--- src/rtl/fetch_unit.sv ---
// fetch_unit
// Instruction fetch stage of the RV32I core. Owns the program counter, drives
// the word address into a combinational instruction memory, and registers the
// returned word into a one-entry buffer that feeds decode over valid/ready.
// Fetch stops on the all-zero end marker (halt) or on a misaligned redirect
// target (fault). A redirect always wins and can leave either stopped state.
//
// Ports
//   clk            core clock, rising edge
//   rst            asynchronous active-high reset
//   imem_pc        fetch address (the PC register)
//   imem_data      instruction word at imem_pc, same cycle
//   redirect_valid execute requests a PC change
//   redirect_pc    redirect target
//   out_valid      buffer holds an instruction for decode
//   out_ready      decode accepts this cycle
//   out_instr      buffered instruction
//   out_pc         address of out_instr
//   out_pc_plus4   out_pc + 4 (wraps)
//   halted         end marker fetched, fetching stopped
//   fault          misaligned redirect target, fetching stopped
//
// state    | meaning
// ST_RUN   | fetching one word per free buffer slot
// ST_HALT  | zero word seen; pc frozen until a redirect
// ST_FAULT | misaligned redirect seen; pc frozen until an aligned redirect

module fetch_unit #(
   parameter logic [31:0] RESET_PC = 32'h0000_0000
) (
   input  logic        clk,
   input  logic        rst,
   output logic [31:0] imem_pc,
   input  logic [31:0] imem_data,
   input  logic        redirect_valid,
   input  logic [31:0] redirect_pc,
   output logic        out_valid,
   input  logic        out_ready,
   output logic [31:0] out_instr,
   output logic [31:0] out_pc,
   output logic [31:0] out_pc_plus4,
   output logic        halted,
   output logic        fault
);

   localparam logic [1:0] ST_RUN   = 2'd0;
   localparam logic [1:0] ST_HALT  = 2'd1;
   localparam logic [1:0] ST_FAULT = 2'd2;

   logic [31:0] pc;
   logic [1:0]  state;
   logic        buf_free;
   logic        end_marker;
   logic        target_aligned;

   // Slot is free if empty or being drained by decode this cycle.
   assign buf_free       = !out_valid || out_ready;
   assign end_marker     = (imem_data == 32'h0000_0000);
   assign target_aligned = (redirect_pc[1:0] == 2'b00);

   assign imem_pc      = pc;
   assign out_pc_plus4 = out_pc + 32'd4;
   assign halted       = (state == ST_HALT);
   assign fault        = (state == ST_FAULT);

   always_ff @(posedge clk or posedge rst) begin
      if (rst) begin
         pc        <= RESET_PC;
         state     <= ST_RUN;
         out_valid <= 1'b0;
         out_instr <= 32'h0000_0000;
         out_pc    <= 32'h0000_0000;
      end else if (redirect_valid) begin
         // Flush; a handshake completing this cycle is already consumed by decode.
         out_valid <= 1'b0;
         if (target_aligned) begin
            pc    <= redirect_pc;
            state <= ST_RUN;
         end else begin
            state <= ST_FAULT;
         end
      end else begin
         case (state)
            ST_RUN: begin
               if (buf_free) begin
                  if (!end_marker) begin
                     out_valid <= 1'b1;
                     out_instr <= imem_data;
                     out_pc    <= pc;
                     pc        <= pc + 32'd4;
                  end else begin
                     // The zero word never reaches decode; pc parks on it.
                     out_valid <= 1'b0;
                     state     <= ST_HALT;
                  end
               end
            end
            default: begin
               // Stopped: let an already-buffered instruction drain.
               if (out_ready) out_valid <= 1'b0;
            end
         endcase
      end
   end

endmodule
--- config.mk ---
export PLATFORM = sky130hd
export DESIGN_NAME = fetch_unit
export DESIGN_NICKNAME = d
export VERILOG_FILES = /design/src/rtl/fetch_unit.sv
export SDC_FILE = /design/constraint.sdc
export NUM_CORES = 1
export LEC_CHECK = 0
export BUFFER_PORTS_ARGS = -buffer_cell sky130_fd_sc_hd__buf_2
export CAP_MARGIN = 20
export CELL_PAD_IN_SITES_DETAIL_PLACEMENT = 0
export CELL_PAD_IN_SITES_GLOBAL_PLACEMENT = 2
export CORE_MARGIN = 1
export CORE_UTILIZATION = 30
export DETAILED_ROUTE_END_ITERATION = 7
export PLACE_DENSITY_LB_ADDON = 0.25
export SYNTH_ARGS = -nofsm -noshare
export SYNTH_HDL_FRONTEND = slang
export SYNTH_SLANG_ARGS = --single-unit
--- constraint.sdc ---
create_clock -name clk -period 3.1 [get_ports clk]
set_input_delay 0.31 -clock clk [delete_from_list [all_inputs] [get_ports clk]]
set_output_delay 0.31 -clock clk [all_outputs]
set_load 0.005 [all_outputs]
==> impl_metrics.xml, run 1 <==
<?xml version="1.0" encoding="UTF-8"?>
<metrics>
  <group name="outcome">
    <metric name="outcome" unit="">completed</metric>
  </group>
  <group name="power">
    <metric name="power-per-cell-area" unit="nW/um^2">724</metric>
    <metric name="post-layout-total-power" unit="mW">4.86</metric>
    <metric name="net_switching_fraction_of_the_power" unit="">0.355</metric>
    <metric name="clock_power_share" unit="">0.223</metric>
    <metric name="worst_ir_drop_vdd" unit="V">0.000328</metric>
    <metric name="power.internal" unit="mW">3.14</metric>
    <metric name="cellLeakagePower" unit="nW">3.01</metric>
    <metric name="share_seq_of_total_power" unit="">0.447</metric>
    <metric name="power_switching" unit="mW">1.73</metric>
    <metric name="power.share.combinational" unit="">0.330</metric>
  </group>
  <group name="logic_synthesis">
    <metric name="synth_sequential_area_ratio" unit="">0.478</metric>
    <metric name="synth_seq_cells" unit="">99</metric>
    <metric name="async_flop_share" unit="">1.00</metric>
    <metric name="synthFlopType" unit="">sky130_fd_sc_hd__dfrtp_1</metric>
    <metric name="synth_cells" unit="">491</metric>
    <metric name="syn_area" unit="sq um">5190</metric>
    <metric name="yosysUniqueCellTypes" unit="">49</metric>
    <metric name="synth_enable_flop_cells" unit="">0</metric>
    <metric name="postSynthAreaPerCell" unit="sq um">10.6</metric>
    <metric name="ys_warn_count" unit="">0</metric>
    <metric name="mappedNetlistNets" unit="">561</metric>
  </group>
  <group name="route">
    <metric name="post_drt_via_cell_ratio" unit="">5.16</metric>
    <metric name="dr_total_vias" unit="">4675</metric>
    <metric name="dr.pass1.iters" unit="">4</metric>
    <metric name="route.detailed.wl_per_inst" unit="um">18.4</metric>
    <metric name="detail-route-antenna-nets" unit="">0</metric>
    <metric name="detail_route.iter0.violations" unit="">159</metric>
    <metric name="route.detailed.drc" unit="">0</metric>
    <metric name="finalWirelength" unit="mm">16.6</metric>
  </group>
  <group name="setup_path">
    <metric name="critical_path_peak_fanout" unit="">6</metric>
    <metric name="worstSetupPathType" unit="">flop to output port</metric>
    <metric name="max_stage_delay" unit="ns">0.46</metric>
    <metric name="cpMaxStageDelayCell" unit="">sky130_fd_sc_hd__dfrtp_1</metric>
    <metric name="setup.worst_path.end_class" unit="">output port</metric>
    <metric name="crit_chain" unit="">ha_1, nand3_1, nor2_1, nand4_1, nor3_1, xor2_1, buf_2</metric>
    <metric name="startpoint_type" unit="">flop</metric>
    <metric name="cp_data_arrival_time" unit="ns">2.39</metric>
    <metric name="timing.critical_path.required" unit="ns">2.79</metric>
  </group>
  <group name="clock_network">
    <metric name="cts_tree" unit="">yes</metric>
    <metric name="post_cts.repair.setup_buffers" unit="">0</metric>
    <metric name="clock_transition_at_the_registers_of_the_reported_paths" unit="ns">0.07</metric>
    <metric name="cts.path.max_buffers" unit="">2</metric>
    <metric name="cts_max_level" unit="">3</metric>
    <metric name="worstSkewPairLatency" unit="ns">0.35</metric>
    <metric name="post_cts.resized_instances" unit="">0</metric>
    <metric name="cts_hold_buf" unit="">0</metric>
    <metric name="numClockSinks" unit="">99</metric>
    <metric name="clock_tree.root_cell" unit="">sky130_fd_sc_hd__clkbuf_16</metric>
    <metric name="tritoncts.num_buffers" unit="">9</metric>
  </group>
  <group name="sta">
    <metric name="hold_viol_final" unit="">0</metric>
    <metric name="clock-skew-final" unit="ns">0.00839</metric>
    <metric name="timing.final.crit_share" unit="">0.873</metric>
    <metric name="final_max_slew_viol_count" unit="">0</metric>
    <metric name="finalSetupTns" unit="ns">0</metric>
    <metric name="fmaxAchievable" unit="MHz">370</metric>
    <metric name="rsz0062_at_grt" unit="">no</metric>
    <metric name="transition_time_at_the_pin_with_the_least_slew_margin" unit="ns">0.905</metric>
    <metric name="post-route-min-period" unit="ns">2.70</metric>
    <metric name="timing.max_slew.rel_slack" unit="">0.391</metric>
    <metric name="timing.final.setup_violations" unit="">0</metric>
  </group>
  <group name="global_route">
    <metric name="vias_in_the_first_global_route" unit="">4578</metric>
    <metric name="pin_count_of_the_biggest_net_entering_global_routing" unit="">66</metric>
    <metric name="grt_antenna_before_repair" unit="">2</metric>
    <metric name="track_usage" unit="">0.189</metric>
    <metric name="grt-ovfl-total" unit="">0</metric>
    <metric name="grt_first_pass_wirelength" unit="mm">26.0</metric>
  </group>
  <group name="placement">
    <metric name="hpwl" unit="mm">12.2</metric>
    <metric name="post-place-cells" unit="">889</metric>
    <metric name="place.gp.congestion" unit="">0.792</metric>
    <metric name="placement.io_buffers" unit="">198</metric>
  </group>
  <group name="worst_hold_path">
    <metric name="hp-class" unit="">input port to asynchronous set/reset pin</metric>
  </group>
  <group name="floorplanning">
    <metric name="initial_core_util" unit="">0.309</metric>
    <metric name="die_width" unit="um">133</metric>
    <metric name="die_footprint" unit="sq um">17800</metric>
    <metric name="die_height" unit="um">133</metric>
    <metric name="rows" unit="">47</metric>
    <metric name="floorplan.core_area" unit="sq um">16800</metric>
    <metric name="design.portCount" unit="">199</metric>
  </group>
  <group name="final_layout">
    <metric name="drive_above_1_share" unit="">0.426</metric>
    <metric name="finalNonFillerCells" unit="">906</metric>
    <metric name="num-nets-final" unit="">750</metric>
    <metric name="layout-area-overhead-vs-synth" unit="%">29.5</metric>
  </group>
  <group name="flow_run">
    <metric name="timing.max_cap.violations" unit="">0</metric>
  </group>
</metrics>
==> worst max-delay path, delay by kind of cell (launching register included) <==
family / cells / cell delay [ns]
buffers and inverters: 1 / 0.13
adders and majority gates: 1 / 0.23
and+or+nand+nor: 4 / 1.07
DFF: 1 / 0.46
xor gates and xnor gates: 1 / 0.16
==> logic make-up (layout without fill, tap and decap cells) <==
group,Yosys count,in the layout,synth area share
flip-flops,99,99,0.478
multiplexers,62,62,0.134
AO/OA/AOI/OAI,101,101,0.139
buffers and inverters,44,238,0.0388
XOR/XNOR,28,28,0.0473
AND/OR/NAND/NOR,155,155,0.158
adder cells (fa/ha/maj),2,2,0.00482
other,0,1,0
==> flip-flops by register name, indices dropped and copies added (netlist names) <==
signal,flops
imem_pc,32
out_instr,32
out_pc,32
state,2
out_valid,1
==> synthesized netlist by cell type (7+ instances only) <==
| master | count | area share |
|---|---|---|
| sky130_fd_sc_hd__a2bb2oi_1 | 9 | 0.015 |
| sky130_fd_sc_hd__nor4_1 | 15 | 0.018 |
| sky130_fd_sc_hd__and3_1 | 12 | 0.014 |
| sky130_fd_sc_hd__and4_1 | 8 | 0.014 |
| sky130_fd_sc_hd__clkbuf_1 | 12 | 0.0087 |
| sky130_fd_sc_hd__mux2_2 | 61 | 0.13 |
| sky130_fd_sc_hd__and2_1 | 7 | 0.0084 |
| sky130_fd_sc_hd__a21oi_1 | 21 | 0.020 |
| sky130_fd_sc_hd__nand2_1 | 29 | 0.021 |
| sky130_fd_sc_hd__nand3_1 | 28 | 0.027 |
| sky130_fd_sc_hd__nand4_1 | 13 | 0.016 |
| sky130_fd_sc_hd__xor2_1 | 11 | 0.019 |
| sky130_fd_sc_hd__inv_1 | 11 | 0.0080 |
| sky130_fd_sc_hd__dfrtp_1 | 99 | 0.48 |
| sky130_fd_sc_hd__xnor2_1 | 17 | 0.029 |
| sky130_fd_sc_hd__nor3_1 | 10 | 0.0097 |
| sky130_fd_sc_hd__buf_2 | 14 | 0.014 |
| sky130_fd_sc_hd__a31oi_1 | 12 | 0.014 |
| sky130_fd_sc_hd__o22a_1 | 12 | 0.020 |
| sky130_fd_sc_hd__nor2_1 | 24 | 0.017 |
| sky130_fd_sc_hd__o21ai_0 | 10 | 0.0097 |
| sky130_fd_sc_hd__a22oi_1 | 7 | 0.010 |
==> placed cells by master, fill, tap and decap left out, types with 5 or more instances in the layout <==
cell	count
sky130_fd_sc_hd__xnor2_1	17
sky130_fd_sc_hd__nand4_1	13
sky130_fd_sc_hd__a22oi_1	7
sky130_fd_sc_hd__buf_2	198
sky130_fd_sc_hd__mux2_2	61
sky130_fd_sc_hd__and2_1	7
sky130_fd_sc_hd__and3_1	12
sky130_fd_sc_hd__a31oi_1	12
sky130_fd_sc_hd__a2bb2oi_1	9
sky130_fd_sc_hd__a32oi_1	5
sky130_fd_sc_hd__nand2_1	29
sky130_fd_sc_hd__and4_1	8
sky130_fd_sc_hd__nand3_1	28
sky130_fd_sc_hd__o21ai_0	10
sky130_fd_sc_hd__clkbuf_16	9
sky130_fd_sc_hd__xor2_1	11
sky130_fd_sc_hd__nor2_1	24
sky130_fd_sc_hd__nor4_1	15
sky130_fd_sc_hd__a21oi_1	21
sky130_fd_sc_hd__o22a_1	12
sky130_fd_sc_hd__buf_4	9
sky130_fd_sc_hd__inv_1	10
sky130_fd_sc_hd__nor3_1	10
sky130_fd_sc_hd__dfrtp_1	99
==> power groups by stage <==
stage / registers [mW] / clock network (mW) / logic [mW]
5_1_grt: 2.25 / 1.17 / 1.78
4_1_cts: 2.18 / 1.11 / 1.63
6_report: 2.17 / 1.08 / 1.61
3_5_place_dp: 2.20 / 0 / 1.63
3_3_place_gp: 2.18 / 0 / 1.62
2_1_floorplan: 2.10 / 0 / 0.821
==> layout make-up <==
class / count / area (sq um)
Fill cell: 1715 / 10000
Multi-Input combinational cell: 348 / 2510
Sequential cell: 99 / 2480
Timing Repair Buffer: 210 / 1120
Tap cell: 220 / 275
Clock buffer: 11 / 253
Inverter: 12 / 47.5
Clock inverter: 5 / 27.5
Antenna cell: 1 / 2.50
==> worst paths after layout <==
path                                     from  slack (ns)                to  cells past startpoint
worst max register to register      out_valid        0.71       imem_pc[31]                      6
worst min-delay path                      rst        0.11        out_pc[29]                      2
min in group clk                imem_data[12]        0.20     out_instr[12]                      2
max in group asynchronous                 rst        2.31       imem_pc[10]                      3
worst min register to register  out_instr[27]        0.50     out_instr[27]                      1
worst max-delay path                out_pc[2]        0.40  out_pc_plus4[18]                      7
==> per-layer routing <==
layer | routed length [um] | up-vias | GRT usage
met5 | 13 | - | 0
met1 | 7370 | 2274 | 0.244
met2 | 7950 | 163 | 0.306
met3 | 1040 | 16 | 0.0419
li1 | - | 2220 | -
met4 | 273 | 2 | 0.0764
==> metrics by stage <==
stage	worst slack, ns	instance area [sq um]	hold slack, ns	utilization
floorplan	0.200	5190	0.460	-
global placement	0.682	6430	0.484	0.384
detailed placement	0.620	6430	0.487	0.384
CTS	0.376	6710	0.150	0.401
global route	0.141	6710	0.172	0.401
finish	0.395	6720	0.112	0.401
Power figures use the tool's default switching activity.
==> run 2, diff against run 1 <==
CORE_UTILIZATION = 32   (was 30)
clock period = 3.5 ns   (was 3.1 ns; I/O delays follow)
==> impl_metrics.xml, run 2 (synthesis gave the netlist of run 1 again) <==
<?xml version="1.0" encoding="UTF-8"?>
<metrics>
  <group name="setup_path">
    <metric name="critical_path_buf_inv_count" unit="">1</metric>
    <metric name="startpoint_type" unit="">flop</metric>
    <metric name="worstReg2RegStart" unit="">state[0]</metric>
    <metric name="worstSetupPathType" unit="">flop to output port</metric>
    <metric name="rr_worst_depth" unit="">5</metric>
    <metric name="crit_chain" unit="">ha_1, nand3_1, nor2_1, nand4_1, nor3_1, xor2_1, buf_2</metric>
    <metric name="cpMaxStageDelayCell" unit="">sky130_fd_sc_hd__dfrtp_1</metric>
    <metric name="critical_path_peak_fanout" unit="">6</metric>
    <metric name="timing.critical_path.required" unit="ns">3.15</metric>
    <metric name="path_delay_family" unit="">simple AND/OR/NAND/NOR gates</metric>
    <metric name="regToRegSetupSlack" unit="ns">1.23</metric>
    <metric name="cp_data_arrival_time" unit="ns">2.47</metric>
    <metric name="max_stage_delay" unit="ns">0.44</metric>
    <metric name="rr_endpoint" unit="">imem_pc[5]</metric>
    <metric name="setup.worst_path.end_class" unit="">output port</metric>
  </group>
  <group name="power">
    <metric name="power-per-cell-area" unit="nW/um^2">646</metric>
    <metric name="cellLeakagePower" unit="nW">2.98</metric>
    <metric name="worst_ir_drop_vdd" unit="V">0.000292</metric>
  </group>
  <group name="clock_network">
    <metric name="cts.path.max_buffers" unit="">2</metric>
    <metric name="cts_hold_buf" unit="">0</metric>
    <metric name="clock_tree.root_cell" unit="">sky130_fd_sc_hd__clkbuf_16</metric>
    <metric name="cts_max_level" unit="">3</metric>
    <metric name="post_cts.repair.setup_buffers" unit="">0</metric>
    <metric name="tritoncts.num_buffers" unit="">9</metric>
    <metric name="worstSkewPairLatency" unit="ns">0.36</metric>
    <metric name="cts_tree" unit="">yes</metric>
    <metric name="clock_transition_at_the_registers_of_the_reported_paths" unit="ns">0.07</metric>
    <metric name="post_cts.resized_instances" unit="">0</metric>
    <metric name="numClockSinks" unit="">99</metric>
  </group>
  <group name="sta">
    <metric name="clock-skew-final" unit="ns">0.00664</metric>
    <metric name="rsz0062_at_grt" unit="">no</metric>
    <metric name="timing.final.crit_share" unit="">0.806</metric>
    <metric name="timing.final.setup_violations" unit="">0</metric>
    <metric name="transition_time_at_the_pin_with_the_least_slew_margin" unit="ns">0.772</metric>
    <metric name="final_critical_path_setup_slack" unit="ns">0.678</metric>
    <metric name="finalSetupTns" unit="ns">0</metric>
    <metric name="post-route-min-period" unit="ns">2.82</metric>
    <metric name="fmaxAchievable" unit="MHz">354</metric>
    <metric name="hold_viol_final" unit="">0</metric>
    <metric name="final_max_slew_viol_count" unit="">0</metric>
    <metric name="timing.max_slew.rel_slack" unit="">0.481</metric>
  </group>
  <group name="final_layout">
    <metric name="leading_cell_type_in_the_layout_fill_and_taps_excluded" unit="">sky130_fd_sc_hd__buf_2</metric>
    <metric name="layout.cells.most_common_list" unit="">198 x sky130_fd_sc_hd__buf_2, 99 x sky130_fd_sc_hd__dfrtp_1, 61 x sky130_fd_sc_hd__mux2_2, 29 x sky130_fd_sc_hd__nand2_1, 28 x sky130_fd_sc_hd__nand3_1</metric>
    <metric name="fillers" unit="">1570</metric>
    <metric name="seq_area" unit="sq um">2480</metric>
    <metric name="finalCoreUtilization" unit="">0.421</metric>
    <metric name="antenna_cells_inserted" unit="">0</metric>
    <metric name="drive_above_1_share" unit="">0.423</metric>
    <metric name="layout-area-overhead-vs-synth" unit="%">28.4</metric>
    <metric name="finalNonFillerCells" unit="">897</metric>
    <metric name="num-nets-final" unit="">746</metric>
    <metric name="multi_input_combinational_cell_area" unit="sq um">2510</metric>
  </group>
  <group name="route">
    <metric name="finalWirelength" unit="mm">16.2</metric>
    <metric name="post_drt_via_cell_ratio" unit="">5.22</metric>
    <metric name="detail_route.iter0.violations" unit="">240</metric>
    <metric name="detail-route-antenna-nets" unit="">0</metric>
    <metric name="route.detailed.drc" unit="">0</metric>
    <metric name="dr.pass1.iters" unit="">4</metric>
    <metric name="dr_total_vias" unit="">4679</metric>
    <metric name="route.detailed.wl_per_inst" unit="um">18.1</metric>
  </group>
  <group name="outcome">
    <metric name="outcome" unit="">completed</metric>
  </group>
  <group name="worst_hold_path">
    <metric name="hp-class" unit="">input port to asynchronous set/reset pin</metric>
  </group>
  <group name="placement">
    <metric name="dpl_worst_slack" unit="ns">0.899</metric>
    <metric name="placement.io_buffers" unit="">198</metric>
    <metric name="post-place-cells" unit="">881</metric>
    <metric name="place.gp.congestion" unit="">0.807</metric>
    <metric name="hpwl" unit="mm">11.7</metric>
  </group>
  <group name="global_route">
    <metric name="pin_count_of_the_biggest_net_entering_global_routing" unit="">98</metric>
    <metric name="track_usage" unit="">0.199</metric>
    <metric name="grt_first_pass_wirelength" unit="mm">25.1</metric>
    <metric name="grt-ovfl-total" unit="">0</metric>
    <metric name="vias_in_the_first_global_route" unit="">4466</metric>
    <metric name="grt_antenna_before_repair" unit="">2</metric>
  </group>
  <group name="floorplanning">
    <metric name="die_footprint" unit="sq um">16700</metric>
    <metric name="die_width" unit="um">129</metric>
    <metric name="floorplan.core_area" unit="sq um">15800</metric>
    <metric name="die_height" unit="um">129</metric>
    <metric name="design.portCount" unit="">199</metric>
    <metric name="initial_core_util" unit="">0.328</metric>
    <metric name="rows" unit="">46</metric>
  </group>
  <group name="flow_run">
    <metric name="timing.max_cap.violations" unit="">0</metric>
  </group>
</metrics>
[run 2: stage by stage]
stage | area (sq um) | hold WS (ns) | total power [mW]
6_report | 6660 | 0.0672 | 4.30
5_1_grt | 6660 | 0.121 | 4.62
4_1_cts | 6660 | 0.0858 | 4.35
2_1_floorplan | 5190 | 0.497 | 2.58
3_5_place_dp | 6370 | 0.472 | 3.37
3_3_place_gp | 6370 | 0.468 | 3.33
[run 2: worst max-delay path by stage]
stage / start / cells past startpoint / slack [ns] / to
after global routing: out_pc[2] / 7 / 0.48 / out_pc_plus4[18]
after floorplan: rst / 1 / 0.56 / imem_pc[0]
after CTS: out_pc[2] / 7 / 0.65 / out_pc_plus4[18]
after global placement: imem_data[4] / 7 / 0.98 / imem_pc[4]
final: out_pc[2] / 7 / 0.68 / out_pc_plus4[18]
after detailed placement: imem_data[4] / 7 / 0.90 / imem_pc[2]
[run 2: final cells by class]
| type | count | area share |
|---|---|---|
| clock buffer | 9 | 0.0338 |
| sequential | 99 | 0.372 |
| multi-input combinational | 348 | 0.378 |
| timing repair buffer | 206 | 0.160 |
| clock inverter | 7 | 0.00902 |
| inverter | 12 | 0.00714 |
| tap | 216 | 0.0406 |
[run 2: report_power, final]
group / total [mW] / internal (mW) / switching [mW] / leakage [nW]
clock network: 0.968 / 0.494 / 0.474 / 0.137
logic: 1.40 / 0.774 / 0.625 / 1.71
registers: 1.93 / 1.48 / 0.456 / 1.13
total: 4.30 / 2.74 / 1.55 / 2.98
[run 2: metal layers]
layer / track usage / wire length (um)
met5: 0 / 24
met4: 0.0678 / 216
met3: 0.0458 / 1070
met1: 0.266 / 7340
met2: 0.316 / 7580
==> run 3, diff against run 2 <==
CORE_UTILIZATION = 27   (was 32)
clock period = 2.5 ns   (was 3.5 ns; I/O delays follow)
==> impl_metrics.xml, run 3 (synthesis gave the netlist of run 1 again) <==
<?xml version="1.0" encoding="UTF-8"?>
<metrics>
  <group name="power">
    <metric name="power-per-cell-area" unit="nW/um^2">909</metric>
    <metric name="worst_ir_drop_vdd" unit="V">0.000371</metric>
    <metric name="share_seq_of_total_power" unit="">0.426</metric>
    <metric name="clock_power_share" unit="">0.243</metric>
    <metric name="net_switching_fraction_of_the_power" unit="">0.353</metric>
    <metric name="power.internal" unit="mW">4.12</metric>
    <metric name="post-layout-total-power" unit="mW">6.37</metric>
    <metric name="power_switching" unit="mW">2.25</metric>
    <metric name="power.share.combinational" unit="">0.332</metric>
    <metric name="cellLeakagePower" unit="nW">3.13</metric>
  </group>
  <group name="route">
    <metric name="dr_total_vias" unit="">4796</metric>
    <metric name="detail-route-antenna-nets" unit="">0</metric>
    <metric name="m1WireLength" unit="mm">7.68</metric>
    <metric name="routed_wire_length_on_met2" unit="mm">8.14</metric>
    <metric name="dr.pass1.iters" unit="">5</metric>
    <metric name="post_drt_via_cell_ratio" unit="">5.12</metric>
    <metric name="routed-wl-met3" unit="mm">1.23</metric>
    <metric name="route.detailed.wl_per_inst" unit="um">18.4</metric>
    <metric name="finalWirelength" unit="mm">17.2</metric>
    <metric name="routed.top_layer" unit="">met5</metric>
    <metric name="detail_route.iter0.violations" unit="">275</metric>
    <metric name="route.detailed.drc" unit="">0</metric>
  </group>
  <group name="global_route">
    <metric name="grt-ovfl-total" unit="">0</metric>
    <metric name="grt_antenna_before_repair" unit="">1</metric>
    <metric name="vias_in_the_first_global_route" unit="">4871</metric>
    <metric name="pin_count_of_the_biggest_net_entering_global_routing" unit="">37</metric>
    <metric name="grt_first_pass_wirelength" unit="mm">27.3</metric>
    <metric name="track_usage" unit="">0.179</metric>
  </group>
  <group name="placement">
    <metric name="hpwl" unit="mm">12.9</metric>
    <metric name="placement.io_buffers" unit="">198</metric>
    <metric name="place.gp.congestion" unit="">0.781</metric>
  </group>
  <group name="floorplanning">
    <metric name="design.portCount" unit="">199</metric>
    <metric name="rows" unit="">50</metric>
    <metric name="die_width" unit="um">141</metric>
    <metric name="die_footprint" unit="sq um">19800</metric>
    <metric name="initial_core_util" unit="">0.276</metric>
    <metric name="die_height" unit="um">141</metric>
    <metric name="floorplan.core_area" unit="sq um">18800</metric>
  </group>
  <group name="flow_run">
    <metric name="timing.max_cap.violations" unit="">0</metric>
  </group>
  <group name="sta">
    <metric name="hold_slack" unit="ns">0.0436</metric>
    <metric name="timing.final.setup_violations" unit="">0</metric>
    <metric name="hold_viol_final" unit="">0</metric>
    <metric name="timing.max_slew.rel_slack" unit="">0.441</metric>
    <metric name="clock-skew-final" unit="ns">0.00631</metric>
    <metric name="timing.final.crit_share" unit="">0.946</metric>
    <metric name="final_max_slew_viol_count" unit="">0</metric>
    <metric name="fmaxAchievable" unit="MHz">423</metric>
    <metric name="rsz0062_at_grt" unit="">no</metric>
    <metric name="post-route-min-period" unit="ns">2.36</metric>
    <metric name="transition_time_at_the_pin_with_the_least_slew_margin" unit="ns">0.837</metric>
    <metric name="finalSetupTns" unit="ns">0</metric>
  </group>
  <group name="final_layout">
    <metric name="num-nets-final" unit="">767</metric>
    <metric name="drive_above_1_share" unit="">0.452</metric>
    <metric name="layout.cells.most_common_list" unit="">198 x sky130_fd_sc_hd__buf_2, 97 x sky130_fd_sc_hd__dfrtp_1, 61 x sky130_fd_sc_hd__mux2_2, 29 x sky130_fd_sc_hd__nand2_1, 27 x sky130_fd_sc_hd__nand3_1</metric>
    <metric name="multi_input_combinational_cell_area" unit="sq um">2570</metric>
    <metric name="leading_cell_type_in_the_layout_fill_and_taps_excluded" unit="">sky130_fd_sc_hd__buf_2</metric>
    <metric name="antenna_cells_inserted" unit="">0</metric>
    <metric name="seq_area" unit="sq um">2480</metric>
    <metric name="fillers" unit="">1937</metric>
    <metric name="layout-area-overhead-vs-synth" unit="%">35.1</metric>
  </group>
  <group name="setup_path">
    <metric name="setup.worst_path.end_class" unit="">output port</metric>
    <metric name="critical_path_peak_fanout" unit="">6</metric>
    <metric name="rr_endpoint" unit="">imem_pc[27]</metric>
    <metric name="timing.critical_path.required" unit="ns">2.25</metric>
    <metric name="worstReg2RegStart" unit="">imem_pc[12]</metric>
    <metric name="worstSetupPathType" unit="">flop to output port</metric>
    <metric name="rr_worst_depth" unit="">5</metric>
    <metric name="cp_data_arrival_time" unit="ns">2.11</metric>
    <metric name="regToRegSetupSlack" unit="ns">0.36</metric>
    <metric name="startpoint_type" unit="">flop</metric>
  </group>
  <group name="clock_network">
    <metric name="clock_transition_at_the_registers_of_the_reported_paths" unit="ns">0.07</metric>
    <metric name="cts.path.max_buffers" unit="">2</metric>
    <metric name="numClockSinks" unit="">99</metric>
    <metric name="cts_tree" unit="">yes</metric>
    <metric name="cts_max_level" unit="">3</metric>
    <metric name="cts_hold_buf" unit="">0</metric>
    <metric name="worstSkewPairLatency" unit="ns">0.36</metric>
    <metric name="tritoncts.num_buffers" unit="">9</metric>
    <metric name="clock_tree.root_cell" unit="">sky130_fd_sc_hd__clkbuf_16</metric>
  </group>
  <group name="worst_hold_path">
    <metric name="hp-class" unit="">input port to asynchronous set/reset pin</metric>
  </group>
  <group name="outcome">
    <metric name="outcome" unit="">completed</metric>
  </group>
</metrics>
==> run 3: cell types whose count changed in the layout (fill, tap and decap cells not counted), sizes merged <==
cell,before,now
bufinv,0,2
buf,206,227
clkinv,3,2
inv,15,12
clkbuf,9,11
==> run 3: routing by layer <==
| layer | global-route usage | up-vias |
|---|---|---|
| met3 | 0.0438 | 13 |
| met2 | 0.289 | 176 |
| met1 | 0.233 | 2349 |
| li1 | - | 2256 |
| met5 | 0 | - |
| met4 | 0.0641 | 2 |
==> run 3: cell type report <==
| class | instances | share of cell area |
|---|---|---|
| multi-input combinational | 348 | 0.367 |
| sequential | 99 | 0.354 |
| timing repair buffer | 227 | 0.185 |
| tap | 234 | 0.0418 |
| clock buffer | 11 | 0.0332 |
| clock inverter | 5 | 0.0123 |
| inverter | 12 | 0.00697 |
==> run 3: power groups by stage <==
stage | registers, mW | logic [mW] | clock network [mW]
floorplan | 2.60 | 1.02 | 0
global placement | 2.70 | 2.06 | 0
detailed placement | 2.72 | 2.08 | 0
CTS | 2.70 | 2.11 | 1.59
global route | 2.80 | 2.36 | 1.65
finish | 2.71 | 2.11 | 1.55
==> run 3: repair_timing <==
item                       CTS  global route
setup endpoints to repair   15            13
gates resized for setup      7             7
pin swaps                    0             3
setup buffers                0             3
==> run 3: critical path, cell delays in order, from the launching register on <==
cell	delay [ns]
sky130_fd_sc_hd__dfrtp_2	0.43
sky130_fd_sc_hd__ha_2	0.23
sky130_fd_sc_hd__nand3_4	0.14
sky130_fd_sc_hd__nor2_4	0.20
sky130_fd_sc_hd__nand4_1	0.23
sky130_fd_sc_hd__nor3_2	0.21
sky130_fd_sc_hd__xor2_1	0.18
sky130_fd_sc_hd__buf_2	0.13
==> run 3: per-stage QoR <==
| step | util | setup slack (ns) | cell area [sq um] | cells |
|---|---|---|---|---|
| floorplan | - | 0.745 | 5190 | 491 |
| global placement | 0.352 | 0.120 | 6610 | 917 |
| detailed placement | 0.352 | 0.122 | 6610 | 917 |
| CTS | 0.370 | 0.0173 | 6950 | 933 |
| global route | 0.373 | 0.0111 | 7000 | 936 |
| finish | 0.373 | 0.135 | 7000 | 936 |
==> run 3: worst max path at each step <==
stage / startpoint / endpoint
after floorplan: imem_pc[12] / imem_pc[20]
after global placement: imem_data[4] / imem_pc[27]
after detailed placement: imem_data[4] / imem_pc[27]
after CTS: out_pc[12] / out_pc_plus4[31]
after global routing: out_pc[2] / out_pc_plus4[18]
final: out_pc[2] / out_pc_plus4[18]
